==> src/rtl/stopwatch_ctrl_if.sv <==
// Raw push-button inputs and counter/display control outputs of the stopwatch sequencer.
// The host side (master) drives the buttons; the sequencer (slave) drives the controls.
interface stopwatch_ctrl_if;
    logic       start;
    logic       stop;
    logic       lap;
    logic       clear;
    logic       run;
    logic       tick;
    logic       clr;
    logic       cap;
    logic       freeze;
    logic [1:0] state;

    modport master (
        output start, stop, lap, clear,
        input  run, tick, clr, cap, freeze, state
    );

    modport slave (
        input  start, stop, lap, clear,
        output run, tick, clr, cap, freeze, state
    );
endinterface

==> src/rtl/stopwatch_ctrl.sv <==
// Stopwatch control sequencer: conditions four raw buttons into one-cycle events and
// runs the IDLE/RUN/PAUSE/LAP FSM that generates tick, clr, cap and freeze.
module stopwatch_ctrl #(
    parameter int unsigned TICK_DIV = 500000,
    parameter int unsigned DB_LEN   = 16
) (
    input  logic            clk,
    input  logic            reset_n,
    stopwatch_ctrl_if.slave sw
);

    localparam int unsigned      DIV_W    = $clog2(TICK_DIV);
    localparam int unsigned      DB_W     = $clog2(DB_LEN + 1);
    localparam logic [DIV_W-1:0] DIV_LAST = DIV_W'(TICK_DIV - 1);
    localparam logic [DB_W-1:0]  DB_LAST  = DB_W'(DB_LEN - 1);

    localparam int BTN_START = 0;
    localparam int BTN_STOP  = 1;
    localparam int BTN_LAP   = 2;
    localparam int BTN_CLEAR = 3;

    typedef enum logic [1:0] {
        S_IDLE  = 2'b00,
        S_RUN   = 2'b01,
        S_PAUSE = 2'b10,
        S_LAP   = 2'b11
    } state_e;

    typedef enum logic [2:0] {
        EV_NONE,
        EV_STOP,
        EV_START,
        EV_LAP,
        EV_CLEAR
    } evt_e;

    logic [3:0]      raw;
    logic [3:0]      sync1_q;
    logic [3:0]      sync2_q;
    logic [3:0]      db_q;
    logic [3:0]      db_d;
    logic [3:0]      db_dly_q;
    logic [3:0]      evt_q;
    logic [3:0]      evt_d;
    logic [DB_W-1:0] cnt_q [4];
    logic [DB_W-1:0] cnt_d [4];

    evt_e             top_evt;
    state_e           state_q;
    logic [DIV_W-1:0] div_q;
    logic             tick_q;
    logic             clr_q;
    logic             cap_q;

    assign raw = {sw.clear, sw.lap, sw.stop, sw.start};

    // NOTE: every variable gets a default at the top of an always_comb, so no path can leave one unassigned and infer a latch.
    always_comb begin
        db_d = db_q;
        for (int i = 0; i < 4; i++) begin
            cnt_d[i] = '0;
            if (sync2_q[i] != db_q[i]) begin
                if (cnt_q[i] == DB_LAST) begin
                    db_d[i] = ~db_q[i];
                end else begin
                    cnt_d[i] = cnt_q[i] + DB_W'(1);
                end
            end
        end
        evt_d = db_q & ~db_dly_q;
    end

    // NOTE: state is updated with non-blocking assignments so every register samples pre-edge values.
    always_ff @(posedge clk or negedge reset_n) begin
        if (!reset_n) begin
            sync1_q  <= '0;
            sync2_q  <= '0;
            db_q     <= '0;
            db_dly_q <= '0;
            evt_q    <= '0;
            // NOTE: the debounce counters are a small register array, not a RAM, so they are reset like any other flop.
            for (int i = 0; i < 4; i++) cnt_q[i] <= '0;
        end else begin
            sync1_q  <= raw;
            sync2_q  <= sync1_q;
            db_q     <= db_d;
            db_dly_q <= db_q;
            evt_q    <= evt_d;
            for (int i = 0; i < 4; i++) cnt_q[i] <= cnt_d[i];
        end
    end

    // Only the single highest-priority event is offered to the FSM; if illegal it is simply dropped.
    always_comb begin
        top_evt = EV_NONE;
        if (evt_q[BTN_STOP])       top_evt = EV_STOP;
        else if (evt_q[BTN_START]) top_evt = EV_START;
        else if (evt_q[BTN_LAP])   top_evt = EV_LAP;
        else if (evt_q[BTN_CLEAR]) top_evt = EV_CLEAR;
    end

    always_ff @(posedge clk or negedge reset_n) begin
        if (!reset_n) begin
            state_q <= S_IDLE;
            div_q   <= '0;
            tick_q  <= 1'b0;
            clr_q   <= 1'b0;
            cap_q   <= 1'b0;
        end else begin
            tick_q <= 1'b0;
            clr_q  <= 1'b0;
            cap_q  <= 1'b0;

            if (state_q == S_RUN || state_q == S_LAP) begin
                if (div_q == DIV_LAST) begin
                    div_q  <= '0;
                    tick_q <= 1'b1;
                end else begin
                    div_q <= div_q + DIV_W'(1);
                end
            end

            case (state_q)
                S_IDLE: begin
                    div_q <= '0;
                    if (top_evt == EV_START) begin
                        state_q <= S_RUN;
                    end else if (top_evt == EV_CLEAR) begin
                        clr_q <= 1'b1;
                    end
                end
                S_RUN: begin
                    if (top_evt == EV_STOP) begin
                        state_q <= S_PAUSE;
                    end else if (top_evt == EV_LAP) begin
                        state_q <= S_LAP;
                        cap_q   <= 1'b1;
                    end
                end
                S_LAP: begin
                    if (top_evt == EV_STOP) begin
                        state_q <= S_PAUSE;
                    end else if (top_evt == EV_LAP) begin
                        cap_q <= 1'b1;
                    end else if (top_evt == EV_CLEAR) begin
                        state_q <= S_RUN;
                    end
                end
                S_PAUSE: begin
                    // Divider holds here so resuming keeps the tick phase.
                    if (top_evt == EV_START) begin
                        state_q <= S_RUN;
                    end else if (top_evt == EV_CLEAR) begin
                        state_q <= S_IDLE;
                        clr_q   <= 1'b1;
                        div_q   <= '0;
                    end
                end
            endcase
        end
    end

    assign sw.run    = (state_q == S_RUN) || (state_q == S_LAP);
    assign sw.freeze = (state_q == S_LAP);
    assign sw.state  = state_q;
    assign sw.tick   = tick_q;
    assign sw.clr    = clr_q;
    assign sw.cap    = cap_q;

endmodule
==> src/flat_wrapper.sv <==
// flat-port wrapper written by rule: the top's interface ports become plain ports
module stopwatch_ctrl_flat 
#(
    parameter int unsigned TICK_DIV = 500000,
    parameter int unsigned DB_LEN   = 16
)
  (clk, reset_n, sw_start, sw_stop, sw_lap, sw_clear, sw_run, sw_tick, sw_clr, sw_cap, sw_freeze, sw_state);
  stopwatch_ctrl_if sw_i ();
  input  logic clk;
  input  logic reset_n;
  input wire logic [$bits(sw_i.start)-1:0] sw_start;
  input wire logic [$bits(sw_i.stop)-1:0] sw_stop;
  input wire logic [$bits(sw_i.lap)-1:0] sw_lap;
  input wire logic [$bits(sw_i.clear)-1:0] sw_clear;
  output wire logic [$bits(sw_i.run)-1:0] sw_run;
  output wire logic [$bits(sw_i.tick)-1:0] sw_tick;
  output wire logic [$bits(sw_i.clr)-1:0] sw_clr;
  output wire logic [$bits(sw_i.cap)-1:0] sw_cap;
  output wire logic [$bits(sw_i.freeze)-1:0] sw_freeze;
  output wire logic [$bits(sw_i.state)-1:0] sw_state;
  assign sw_i.start = sw_start;
  assign sw_i.stop = sw_stop;
  assign sw_i.lap = sw_lap;
  assign sw_i.clear = sw_clear;
  assign sw_run = sw_i.run;
  assign sw_tick = sw_i.tick;
  assign sw_clr = sw_i.clr;
  assign sw_cap = sw_i.cap;
  assign sw_freeze = sw_i.freeze;
  assign sw_state = sw_i.state;
  stopwatch_ctrl #(.TICK_DIV(TICK_DIV), .DB_LEN(DB_LEN)) u_core (.clk(clk), .reset_n(reset_n), .sw(sw_i));
endmodule
==> config.mk <==
export PLATFORM = sky130hd
export DESIGN_NAME = stopwatch_ctrl_flat
export DESIGN_NICKNAME = d
export VERILOG_FILES = /design/src/rtl/stopwatch_ctrl_if.sv /design/src/rtl/stopwatch_ctrl.sv /design/src/flat_wrapper.sv
export SDC_FILE = /design/constraint.sdc
export NUM_CORES = 1
export LEC_CHECK = 0
export CORE_ASPECT_RATIO = 0.6
export CORE_MARGIN = 1.5
export CORE_UTILIZATION = 59
export DETAILED_ROUTE_END_ITERATION = 7
export GPL_ROUTABILITY_DRIVEN = 0
export GPL_TIMING_DRIVEN = 0
export PLACE_DENSITY = 0.74
export SLEW_MARGIN = 20
export SYNTH_ARGS = -nofsm -noshare
export SYNTH_HDL_FRONTEND = slang
export SYNTH_SLANG_ARGS = --single-unit
==> constraint.sdc <==
create_clock -name clk -period 2.5 [get_ports clk]
set_input_delay 0.375 -clock clk [delete_from_list [all_inputs] [get_ports clk]]
set_output_delay 0.375 -clock clk [all_outputs]
set_load 0.03 [all_outputs]
# Yosys cells after proc, flatten, opt, wreduce, memory -nomap -nowiden

Cells that the tools add are included.

Logic and storage cells: 92
Register bits: 64
Bits of input ports: 6
Output and inout port bits: 7

Reductions and logical operators: 9
Bitwise logic cells: 6
Mux-type cells: 34
$add $sub $neg: 5
Eq/ne operators: 21

Operator list:

| cell                                           | number |
|---|---|
| 2-to-1 mux 19 bit                              | 4 |
| 2-to-1 mux 5 bit                               | 8 |
| one-hot mux 19 bit (2 select lines)            | 1 |
| adder 5 x 1 -> 5 bit (second input constant)   | 4 |
| == test 5 x 4 -> 1 bit (second input constant) | 4 |
| adder 19 x 1 -> 19 bit (second input constant) | 1 |
| == test 19 bit (second input constant)         | 1 |
| 2-to-1 mux 2 bit                               | 8 |
| 2-to-1 mux 3 bit                               | 4 |
| 2-to-1 mux 1 bit                               | 8 |
| one-hot mux 2 bit (4 select lines)             | 1 |
| AND reduction 2 bit                            | 4 |
| == test 3 x 2 -> 1 bit (second input constant) | 2 |
| != test 3 x 1 -> 1 bit (second input constant) | 2 |
| AND reduction 5 bit                            | 1 |
| AND 4 bit                                      | 1 |
| == test 2 bit (second input constant)          | 2 |
| != test 1 bit                                  | 4 |
| NOT 1 bit                                      | 4 |
| NOT 4 bit                                      | 1 |
| OR reduction 2 bit                             | 2 |
| == test 3 x 1 -> 1 bit (second input constant) | 1 |
| == test 3 bit (second input constant)          | 1 |
| != test 3 x 2 -> 1 bit (second input constant) | 1 |
| 5 further kinds                                | 5 |

# Depth between registers and ports, before layout

Depth after elaboration: 9
Mapped depth: 6
Mapped depth without buffers: 5

# Worst setup path after synthesis

No wires, ideal clock.

Path kind: reg2reg
From: reg u_core.div_q[10]
To: reg u_core.div_q[10]
Arrival time: 1,947 ps
Data required time: 2,381 ps
Buffers on the path: 2
Period minus slack after synthesis: 2,065 ps
Setup time: 119 ps
Stages on the path, launching flop included: 7
Slack: 435 ps
Cell sequence: dfrtp_1 > buf_6 > or4b_1 > or4_4 > o21ai_4 > buf_6 > nor2_1

Word-level cells in the longest chain between the ends: 6
Elaborated cells between the ends (all ways): 7
Those cells by class: add/sub (1); eq/ne (1); mux (5)

Ends and longest elaborated chain:

| what                                                     | RTL line                                     | text |
|---|---|---|
| start: declaration                                       | stopwatch_ctrl.sv:50                         | `logic [DIV_W-1:0] div_q;` |
| start signal: assignment                                 | stopwatch_ctrl.sv:119                        | `div_q <= div_q + DIV_W'(1);` |
| adder 19 x 1 -> 19 bit or == test 19 bit (tied branches) | stopwatch_ctrl.sv:119, stopwatch_ctrl.sv:115 |  |
| 2-to-1 mux 19 bit                                        | stopwatch_ctrl.sv:115                        | `if (div_q == DIV_LAST) begin` |
| 2-to-1 mux 19 bit *                                      | stopwatch_ctrl.sv:114                        | `if (state_q == S_RUN \|\| state_q == S_LAP) begin` |
| 2-to-1 mux 19 bit                                        | stopwatch_ctrl.sv:153                        | `end else if (top_evt == EV_CLEAR) begin` |
| 2-to-1 mux 19 bit                                        | stopwatch_ctrl.sv:151                        | `if (top_evt == EV_START) begin` |
| one-hot mux 19 bit (2 select lines) *                    | stopwatch_ctrl.sv:123                        | `case (state_q)` |

Mark *: on every way between the ends. The rest lies on a longest branch, timed or not.
A chain may end at the register's enable or synchronous reset.

# Worst setup path after layout

From: reg u_core.div_q[10]
To: reg u_core.div_q[9]

Word-level cells in the longest chain between the ends: 6

Ends and longest elaborated chain:

| what                                  | RTL line |
|---|---|
| == test 19 bit *                      | stopwatch_ctrl.sv:115 |
| 2-to-1 mux 19 bit *                   | stopwatch_ctrl.sv:115 |
| 2-to-1 mux 19 bit *                   | stopwatch_ctrl.sv:114 |
| 2-to-1 mux 19 bit                     | stopwatch_ctrl.sv:153 |
| 2-to-1 mux 19 bit                     | stopwatch_ctrl.sv:151 |
| one-hot mux 19 bit (2 select lines) * | stopwatch_ctrl.sv:123 |

Marked as above.

==> impl_metrics.tcl <==
set metrics [dict create \
    ios 13 \
    wl_per_cell_um 13.6 \
    num_vias 1713 \
    fin_skew_ns 0.0116 \
    slew_headroom_pct 58.1 \
    overflow 0 \
    grt_start_max_net_pins 48 \
    die_area_sq_mm 0.00503 \
    pwr-share-comb_pct 3.7 \
    drt_wl_total_um 4450 \
    path_buf_inv 2 \
    ir_drop_uv 390 \
    power_density_mw_per_mm2 649 \
    arrival_ns 2.48 \
    initial_core_util_pct 63.8 \
    drtAntennaViolNets 0 \
    clk_latency_ns 0.34 \
    p_seq_share_pct 52.5 \
    endpoint_kind "flip-flop" \
    clockRootBuffer "clkbuf_8" \
    max_freq_mhz 443 \
    critPathSlowestCell "or4_4" \
    hp-start "u_core.sync1_q[2]$_DFF_PN0_" \
    dpl.hpwl_um 3030 \
    drv_cap 0 \
    core_sq_mm 0.00426 \
    power_mw 2.04 \
    portBuffers 12 \
    max_stage_delay_ns 0.56 \
    via_per_inst 5.24 \
    syn_nets 248 \
    clk_pin_slew_ns 0.06 \
    fin_util_pct 74.0 \
    num_rows 18 \
    cp_max_fo 10 \
    tritoncts "done" \
    critPathTopFamily "simple AND/OR/NAND/NOR gates" \
    hold_class "flip-flop to flip-flop" \
    ys_seq_area_share_pct 59.0 \
    pre_cts_ws_ns 0.251 \
    yosysTopAreaCell "dfrtp_1" \
    ys.flop_type "dfrtp_1" \
    r2r_start "u_core.div_q[10]$_DFF_PN0_" \
    fillerInstances 291 \
    drt_iter0_drc 169 \
    fp.dieW_um 90.6 \
    synth_seq_cells 64 \
    final_net_count 273 \
    cp_cell_sequence "buf_6 > or4b_1 > or4_4 > o21ai_4 > buf_6 > nor2_1" \
    critical_path_depth 6 \
    syn_area_sq_mm 0.00272 \
    r2r_end "u_core.div_q[9]$_DFF_PN0_" \
    antenna_found_initial 0 \
    crit_required_ns 2.72 \
    gr-usage-all-layers_pct 21.0 \
    cp-start-kind "flip-flop" \
    reg2reg_depth 6 \
    p_sw_mw 0.443 \
    pwr-share-clk_pct 43.8 \
    cts_buffer_depth 2 \
    grt_pass1_wl_um 7900 \
    drc_errors 0 \
    fin_crit_sh_pct 90.4 \
    critPathKind "flip-flop to flip-flop" \
    synth_top_cell_area_share_pct 59.0 \
    finalSetupViolCount 0 \
    cp_common_cell "buf_6" \
    internal_power_mw 1.60 \
    fin_ws_ns 0.240 \
    die_h_um 55.5 \
    crit_end "u_core.div_q[9]$_DFF_PN0_" \
    cts_max_level 3 \
    synth-edff-count 0 \
    hold_viol 0 \
    ys_top_cells_by_area "dfrtp_1, nor2_1, xor2_1" \
    numClockSinks 64 \
    fin_setup_tns_ns 0 \
    crit_start "u_core.div_q[10]$_DFF_PN0_" \
    yosysUniqueCellTypes 38 \
    min_period_ns 2.26 \
    sw_frac_of_total_pct 21.7 \
    num_antenna_cells 0 \
    async_reset_ff_share_pct 100 \
    synth_cells 237 \
    syn_to_final_growth_pct 16.1 \
    worstMarginPinSlew_ns 0.622 \
    cts_made_buffers 9 \
    status "finished clean" \
    maxSlewViolCount 0 \
    grt_pass1_vias 1663 \
    reg2reg_setup_slack_ns 0.24 \
    rsz0062_at_grt "false" \
    postSynthAreaPerCell_sq_um 11.5 \
    dr.pass1.iters 5 \
    p_leak_nw 1.42 \
    holdWs_ns 0.349 \
    yosysWarnings 0 \
    drive_gt1_share_pct 12.7 \
]
==> sequential cells by signal (all words and copies together) (netlist names) <==
register,cells
u_core.sw.state,2
u_core.db_q,4
u_core.cnt_q,20
u_core.div_q,19
u_core.evt_q,4
u_core.sync2_q,4
u_core.db_dly_q,4
u_core.sync1_q,4
u_core.sw.tick,1
u_core.sw.cap,1
u_core.sw.clr,1
==> cell type report <==
class                           count  area [sq um]  area share [%]
Buffer                              7          60.1            1.91
Clock buffer                       11           151            4.80
Clock inverter                      5          55.1            1.75
Inverter                            7          26.3           0.834
Multi-Input combinational cell    159          1030            32.6
Sequential cell                    64          1600            50.8
Tap cell                           60          75.1            2.38
Timing Repair Buffer               14           155            4.92
==> worst min path at each step <==
stage               cells after the start  slack (ns)                          end
global route                            0        0.35  u_core.sync2_q[2]$_DFF_PN0_
finish                                  0        0.35  u_core.sync2_q[2]$_DFF_PN0_
detailed placement                      1        0.27   u_core.cnt_q[18]$_DFF_PN0_
floorplan                               0        0.08    u_core.cnt_q[0]$_DFF_PN0_
CTS                                     0        0.35  u_core.sync2_q[2]$_DFF_PN0_
global placement                        0        0.33  u_core.sync2_q[3]$_DFF_PN0_
==> worst register-to-register path, stage by stage, from the launching register on <==
cell	delay, ns
dfrtp_1	0.37
buf_6	0.13
or4b_1	0.55
or4_4	0.56
o21ai_4	0.29
buf_6	0.20
nor2_1	0.06
==> layer usage <==
layer | track usage [%] | vias to the layer above | wire, um
met5 | 0 | - | 0
met4 | 9.98 | 0 | 52
met3 | 7.44 | 5 | 397
met2 | 25.6 | 60 | 1650
met1 | 32.8 | 791 | 2350
li1 | - | 857 | -
==> per-stage QoR <==
step	instance area, sq um	instances
2_1_floorplan	2720	237
3_3_place_gp	2910	309
3_5_place_dp	2940	310
4_1_cts	3150	327
5_1_grt	3150	327
6_report	3150	327
==> cells in the mapped netlist, drive strengths merged, types with 3 or more instances <==
cell type,number
ha,5
nand4,8
nor3,3
nor2b,5
dfrtp,64
buf,3
inv,7
xor2,14
nor4,10
and2,7
and3,4
xnor2,13
nor2,38
nand2,11
o21ai,5
clkbuf,4
a21oi,4
mux2,4
nand3,12
==> kinds of logic (layout without fill, tap and decap cells) <==
| group | after synthesis | in the layout | share of synthesized area (%) |
|---|---|---|---|
| adder cells (fa/ha/maj) | 5 | 5 | 2.30 |
| flip-flops | 64 | 64 | 59.0 |
| AO/OA/AOI/OAI | 14 | 14 | 3.50 |
| AND/OR/NAND/NOR | 107 | 107 | 20.9 |
| multiplexers | 6 | 6 | 2.40 |
| XOR/XNOR | 27 | 27 | 8.71 |
| buffers and inverters | 14 | 44 | 3.18 |
==> cell usage in the layout, fill, tap and decap left out, types with 10 or more instances in the layout <==
cell             netlist  routed
dfrtp_1               64      64
nand2_1               11      11
clkdlybuf4s50_1        0      11
xnor2_1               13      13
nor4_1                10      10
nor2_1                38      38
clkbuf_8               1      12
xor2_1                14      14
nand3_1               12      12
==> power groups by stage <==
stage | clock (mW) | combinational [mW] | sequential, mW
4_1_cts | 0.909 | 0.0771 | 1.07
2_1_floorplan | 0 | 0.0340 | 1.09
6_report | 0.896 | 0.0746 | 1.07
3_3_place_gp | 0 | 0.0690 | 1.09
3_5_place_dp | 0 | 0.0760 | 1.09
5_1_grt | 0.960 | 0.0903 | 1.08
==> timing repair <==
item / in CTS / in global routing
endpoints found under the hold margin: 17 / 0
hold buffers: 1 / 0
setup buffers: 0 / 0
gates resized for setup: 0 / 0
No activity file was read; power rests on OpenSTA's default activity.
